**config.mk**
```make
export PLATFORM = sky130hd
export DESIGN_NAME = fifo_drain_flat
export DESIGN_NICKNAME = d
export VERILOG_FILES = /design/src/rtl/fifo_drain_pkg.sv /design/src/rtl/fifo_drain_if.sv /design/src/rtl/fifo_drain_buf.sv /design/src/rtl/fifo_drain.sv /design/src/flat_wrapper.sv
export SDC_FILE = /design/constraint.sdc
export NUM_CORES = 1
export LEC_CHECK = 0
export ABC_AREA = 1
export BUFFER_PORTS_ARGS = -buffer_cell sky130_fd_sc_hd__buf_2
export CORE_ASPECT_RATIO = 0.7
export CORE_UTILIZATION = 50
export CTS_BUF_LIST = sky130_fd_sc_hd__clkbuf_8 sky130_fd_sc_hd__clkbuf_16
export DETAILED_ROUTE_END_ITERATION = 10
export PLACE_DENSITY = 0.8
export SKIP_LAST_GASP = 1
export SYNTH_ARGS = -nofsm -noshare
export SYNTH_HDL_FRONTEND = slang
export SYNTH_SLANG_ARGS = --single-unit
```
**constraint.sdc**
```tcl
create_clock -name clk -period 4.05 [get_ports clk]
set_clock_uncertainty 0.15 [all_clocks]
set_input_delay 0.81 -clock clk [delete_from_list [all_inputs] [get_ports clk]]
set_output_delay 0.81 -clock clk [all_outputs]
set_load 0.02 [all_outputs]
```
**src/rtl/fifo_drain_pkg.sv**
```systemverilog
// fifo_drain_pkg: shared sizes, types and pointer helper for the FIFO drain controller
package fifo_drain_pkg;
    localparam int BUF_DEPTH = 3;
    typedef logic [1:0] buf_ptr_t;
    typedef logic [1:0] buf_cnt_t;
    function automatic buf_ptr_t ptr_inc(input buf_ptr_t p);
        return (p == buf_ptr_t'(BUF_DEPTH - 1)) ? '0 : p + 2'd1;
    endfunction
endpackage

```
**src/rtl/fifo_drain_if.sv**
```systemverilog
// fifo_drain_if: FIFO read port plus valid/ready output stream of the drain controller
interface fifo_drain_if #(parameter int WIDTH = 16);
    logic             fifo_empty;
    logic             fifo_read;
    logic [WIDTH-1:0] fifo_data_out;
    logic [WIDTH-1:0] out_data;
    logic             out_valid;
    logic             out_ready;
    logic             out_last;
    modport master(input fifo_empty, fifo_data_out, out_ready, output fifo_read, out_data, out_valid, out_last);
    modport slave(output fifo_empty, fifo_data_out, out_ready, input fifo_read, out_data, out_valid, out_last);
endinterface

```
**src/rtl/fifo_drain_buf.sv**
```systemverilog
// drain_buf: 3-entry circular skid store absorbing FIFO read latency under backpressure
module drain_buf
    import fifo_drain_pkg::*;
#(
    parameter int WIDTH = 16
) (
    input  logic             clk,
    input  logic             rst,
    input  logic             push,
    input  logic [WIDTH-1:0] push_data,
    input  logic             pop,
    output logic [WIDTH-1:0] rd_data,
    output buf_cnt_t         cnt
);
    logic [WIDTH-1:0] mem [BUF_DEPTH];
    buf_ptr_t head, tail;
    assign rd_data = mem[head];
    // storage, pointers and occupancy; simultaneous push and pop leave cnt unchanged
    always_ff @(posedge clk) begin
        if (rst) begin
            head <= '0;
            tail <= '0;
            cnt  <= '0;
            for (int i = 0; i < BUF_DEPTH; i++) mem[i] <= '0;
        end else begin
            if (push) begin
                mem[tail] <= push_data;
                tail      <= ptr_inc(tail);
            end
            if (pop) head <= ptr_inc(head);
            cnt <= cnt + buf_cnt_t'(push) - buf_cnt_t'(pop);
        end
    end
endmodule

```
**src/rtl/fifo_drain.sv**
```systemverilog
// fifo_drain: drains a registered-read FIFO into a packetised valid/ready stream
module fifo_drain
    import fifo_drain_pkg::*;
#(
    parameter int WIDTH   = 16,
    parameter int PKT_LEN = 4
) (
    input  logic         clk,
    input  logic         rst,
    input  logic         drain_en,
    output logic [7:0]   pkt_cnt,
    fifo_drain_if.master bus
);
    logic     infl;
    logic     pop;
    logic     at_last;
    logic [7:0] widx;
    buf_cnt_t buf_cnt;
    assign bus.fifo_read = !rst && drain_en && !bus.fifo_empty && (3'(buf_cnt) + 3'(infl) < 3'(BUF_DEPTH));
    assign bus.out_valid = buf_cnt != '0;
    assign pop           = bus.out_valid && bus.out_ready;
    assign at_last       = widx == 8'(PKT_LEN - 1);
    assign bus.out_last  = bus.out_valid && at_last;
    drain_buf #(.WIDTH(WIDTH)) u_buf (
        .clk(clk),
        .rst(rst),
        .push(infl),
        .push_data(bus.fifo_data_out),
        .pop(pop),
        .rd_data(bus.out_data),
        .cnt(buf_cnt)
    );
    // in-flight read flag, word-in-packet index and completed packet counter
    always_ff @(posedge clk) begin
        if (rst) begin
            infl    <= 1'b0;
            widx    <= '0;
            pkt_cnt <= '0;
        end else begin
            infl <= bus.fifo_read;
            if (pop) widx <= at_last ? '0 : widx + 8'd1;
            if (pop && at_last) pkt_cnt <= pkt_cnt + 8'd1;
        end
    end
endmodule
```
**src/flat_wrapper.sv**
```systemverilog
// flat-port wrapper written by rule: the top's interface ports become plain ports
module fifo_drain_flat import fifo_drain_pkg::*;
#(
    parameter int WIDTH   = 16,
    parameter int PKT_LEN = 4
)
  (clk, rst, drain_en, pkt_cnt, bus_fifo_empty, bus_fifo_data_out, bus_out_ready, bus_fifo_read, bus_out_data, bus_out_valid, bus_out_last);
  fifo_drain_if #(.WIDTH(WIDTH)) bus_i ();
  input  logic clk;
  input  logic rst;
  input  logic drain_en;
  output logic [7:0] pkt_cnt;
  input wire logic [$bits(bus_i.fifo_empty)-1:0] bus_fifo_empty;
  input wire logic [$bits(bus_i.fifo_data_out)-1:0] bus_fifo_data_out;
  input wire logic [$bits(bus_i.out_ready)-1:0] bus_out_ready;
  output wire logic [$bits(bus_i.fifo_read)-1:0] bus_fifo_read;
  output wire logic [$bits(bus_i.out_data)-1:0] bus_out_data;
  output wire logic [$bits(bus_i.out_valid)-1:0] bus_out_valid;
  output wire logic [$bits(bus_i.out_last)-1:0] bus_out_last;
  assign bus_i.fifo_empty = bus_fifo_empty;
  assign bus_i.fifo_data_out = bus_fifo_data_out;
  assign bus_i.out_ready = bus_out_ready;
  assign bus_fifo_read = bus_i.fifo_read;
  assign bus_out_data = bus_i.out_data;
  assign bus_out_valid = bus_i.out_valid;
  assign bus_out_last = bus_i.out_last;
  fifo_drain #(.WIDTH(WIDTH), .PKT_LEN(PKT_LEN)) u_core (.clk(clk), .rst(rst), .drain_en(drain_en), .pkt_cnt(pkt_cnt), .bus(bus_i));
endmodule
```
-- Word level (Yosys, flattened, before mapping)
Memory sizes are Yosys's and may differ from the RTL's. A register that Yosys moved wholly into a read port is not among the register bits.
Index checks and enable logic that the tools add are counted.
- $add $sub $neg: 7
- multiply operators: 0
- divide/modulo/power cells: 0
- order comparisons: 1
- eq/ne operators: 3
- shift operators: 0
- mux-type cells: 13
- bitwise operators: 0
- reductions and logical operators: 10
- operators by type and width (cell ; number):
    adder 8 x 1 -> 8 bit (second input constant) ; 2
    2-to-1 mux 16 bit ; 1
    OR reduction 16 bit ; 1
    2-to-1 mux 2 bit ; 5
    equality test 8 x 2 -> 1 bit (second input constant) ; 1
    2-to-1 mux 8 bit ; 1
    logical AND 1 bit ; 6
    2-to-1 mux 1 bit ; 6
    adder 2 x 1 -> 2 bit (second input constant) ; 2
    equality test 2 bit (second input constant) ; 2
    adder 2 x 1 -> 3 bit ; 1
    < comparator 3 x 2 -> 1 bit (second input constant) ; 1
    adder 2 x 1 -> 2 bit ; 1
    logical NOT 1 bit ; 2
    nonzero test 2 bit ; 1
    subtractor 2 x 1 -> 2 bit ; 1
- flip-flop bits (word level): 23
- latch bits: 0
- bits in writable memories: 48
- bits in read-only memories: 0
- input bits: 21
- output and inout port bits: 27
- word-level logic and storage cells: 41
- memories: 1
- memory list (name ; depth ; width ; rd ports ; clocked after memory_dff ; wr ports ; line ; text):
    u_core.u_buf.mem ; 3 ; 16 ; 1 ; 1 ; 3 ; fifo_drain_buf.sv:15 ; logic [WIDTH-1:0] mem [BUF_DEPTH];

-- Logic depth before layout (Yosys ltp)
- depth after elaboration: 5
- depth in mapped cells: 8
- mapped depth without buffers: 8

-- Modules after synthesis
From an unflattened synthesis, not the netlist that was laid out.
- cells, all modules: 443
- area, all modules: 4194.0 um^2
- modules (own cells, without submodules) (module ; times used ; cells each ; area each (um^2) ; sequential area each (um^2)):
    drain_buf ; 1 ; 298 ; 3189.3 ; 2082.0
    fifo_drain ; 1 ; 145 ; 1004.7 ; 340.3

-- Worst setup path before layout
No wires, ideal clock.
- kind: input port to flip-flop
- from: in rst
- to: mem u_core.u_buf.mem[3][0] (enable)
- setup time: 430 ps
- arrival time: 2671 ps
- required time: 3470 ps
- slack: 799 ps
- cell stages on the path: 2
- path buffers: 1
- cell sequence: buf_2 > nor4_1
- RTL lines (element ; line ; text):
    start: declaration ; flat_wrapper.sv:10 ; input logic rst;
    end: declaration ; fifo_drain_buf.sv:15 ;

==> flow_summary.toml <==
[timing]
worst_pin_slew_ns = 0.981
slew_headroom = 0.346
setup_viol = 0
min_period_ns = 3.29
fmax_mhz = 304
setup_tns_ns = 0
slew_viol_final = 0
worst_slack_ns = 0.765
rsz0062_at_grt = "no"
fin_crit_sh = 0.811
hold_viol_final = 0

[critical_path]
cpPeakStageDelay_ns = 0.76
critPathLaunchType = "register"
critPathArrivalTime_ns = 2.33
crit_chain = "buf_4 > inv_1 > o21ai_0 > o22ai_1 > buf_2"
slowest_stage = "inv_1"
required_ns = 3.09
criticalPathCategory = "reg -> out"
endpoint_kind = "output pin"
cp_max_fo = 33

[logic_synthesis]
netlist_area_um2 = 4070
syn_nets = 433
synth_top_family_by_area = "simple AND/OR/NAND/NOR gates"
synth_fa_ha_area_frac = 0.0154
synth_simple_gate_area_share = 0.218
post-synth-top-area-fraction = 0.473
ys_seq_area_frac = 0.596
yosysTopAreaCell = "edfxtp_1"
synth.avg_cell_area_um2 = 9.99
synth_xor_area_frac = 0.0108
syn_inst = 407
synth_cell_types = 30
synth_compound_area_frac = 0.101
synth_area_leaders = "edfxtp_1, dfxtp_1, nor2_1"
synth-seq-cells = 89
synthMuxAreaShare = 0
yosys_warnings = 0

[drt]
routedWlPerCell_um = 15.6
drt-total-wl_um = 8700
vias = 3021
ant_nets = 0
drt-vias-per-instance = 5.41
drc = 0
drtIter0Drc = 218
dr.pass1.iters = 4

[clock_tree]
root_buffer = "clkbuf_16"
numCtsBuffers = 9
post_cts_buffers = 0
clkTransAtPathRegs_ns = 0.06
clk_latency_ns = 0.34
clk_path_buf_depth = 2
hold_buffers = 0
cts_sinks = 89
cts_resized = 0
cts_tree = "done"
cts_max_level = 3

[final_layout]
final_common_cell = "nor2_1"
areaGrowthSynthToFinish_pct = 14.6
final_cell_mix = "nor2_1, edfxtp_1, nand2_1, buf_2, inv_1"
fin_cells = 558
drive_gt1_frac = 0.219
n_fill_cell = 651
nets = 478
num_antenna_cells = 0
postLayoutCoreUtil = 0.592
postLayoutCellArea_um2 = 4660

[placed_design]
portBuffers = 47
gp_congestion = 0.839
dp_hpwl_um = 5440
place_ws_ns = 1.09
dpl.cell_count = 542
place_area_um2 = 4360

[floorplanning]
die_y_um = 77.4
die_w_um = 110
initial_core_util = 0.516
ios = 48
die-area_um2 = 8500
coreArea_um2 = 7870
rows = 27

[power_and_ir_drop]
p_int_uw = 1700
seqPwrFrac = 0.423
p_per_area_nw_per_um2 = 544
power.share.switching = 0.328
vdd_ir_drop_max_uv = 260
clkPwrFrac = 0.326
p_leak_uw = 0.00193
p_comb_frac = 0.250
power_switching_uw = 832

[outcome]
status = "completed"

[grt]
grt_pass1_wl_um = 13900
antenna_found_initial = 0
grt_pass1_vias = 2827
grt_max_degree = 34
grt-ovfl-total = 0
grt_usage = 0.218

[job]
cap_violations = 0

[worst_hold_path]
holdCritPathClass = "reg -> reg"
sequential cells by signal, summed over array words and instances, names as in the netlist, named ones only:
register,flops
u_core.widx,8
u_core.u_buf.head,2
u_core.infl,1
u_core.u_buf.tail,2
u_core.u_buf.cnt,2
u_core.u_buf.mem,64
u_core.pkt_cnt,8
power by group through the flow:
stage | Combinational, uW | Sequential, uW | Clock [uW]
floorplan | 455 | 1080 | 0
global placement | 606 | 1090 | 0
detailed placement | 624 | 1090 | 0
CTS | 633 | 1070 | 829
global route | 689 | 1080 | 869
finish | 634 | 1070 | 827
synth_stat cells (all sizes together):
cell type and instances:
nor4 1, nand2 50, nand3 12, o21ai 37, buf 8, dfxtp 25
and3 1, o211a 2, o31ai 2, o22ai 16, a211oi 2, nor2 112
a2111oi 2, inv 39, xor2 5, a21oi 11, nand4 4, ha 5
edfxtp 64, nor3 2, clkbuf 7
layout make-up:
cell class | count | area (um2) | share of cell area
clock inverters | 5 | 26.3 | 0.00564
repair buffers | 49 | 250 | 0.0537
well taps | 101 | 126 | 0.0271
flip-flops and latches | 89 | 2420 | 0.520
clock buffers | 11 | 275 | 0.0591
multi-input cells | 264 | 1410 | 0.303
inverters | 39 | 146 | 0.0314
cells by family (layout without fill, tap and decap cells):
family                   after synthesis  count (layout)
flip-flops                            89              89
XOR/XNOR                               5               5
buffers and inverters                 54             104
AO/OA/AOI/OAI                         72              72
AND/OR/NAND/NOR                      182             182
adder cells (fa/ha/maj)                5               5
worst max-delay path, delay by kind of cell (launching register included):
kind            cells  cell delay (ns)
buf+inv             3             1.22
compound gates      2             0.47
flops               1             0.30
through the flow:
stage	hold WS (ns)	total power (uW)
after floorplan	0.304	1530
after global placement	0.319	1700
after detailed placement	0.340	1720
after CTS	0.351	2540
after global routing	0.377	2640
final	0.351	2530
metal layers:
metal,vias to the layer above,track usage,share of wire
li1,1458,-,-
met2,98,0.323,0.45
met1,1453,0.314,0.47
met4,0,0.0787,0.016
met5,-,0,0
met3,12,0.0496,0.063
worst paths after layout:
| path | startpoint | to | slack, ns | cells past startpoint |
|---|---|---|---|---|
| max | register | bus_out_data[15] | 0.76 | 5 |
| min | u_core.widx[7] | u_core.widx[7] | 0.35 | 2 |
| min reg2reg | u_core.widx[7] | u_core.widx[7] | 0.35 | 2 |
| max reg2reg | u_core.infl | u_core.u_buf.mem[2][5] | 1.78 | 4 |
(Power assumes the default switching activity.)
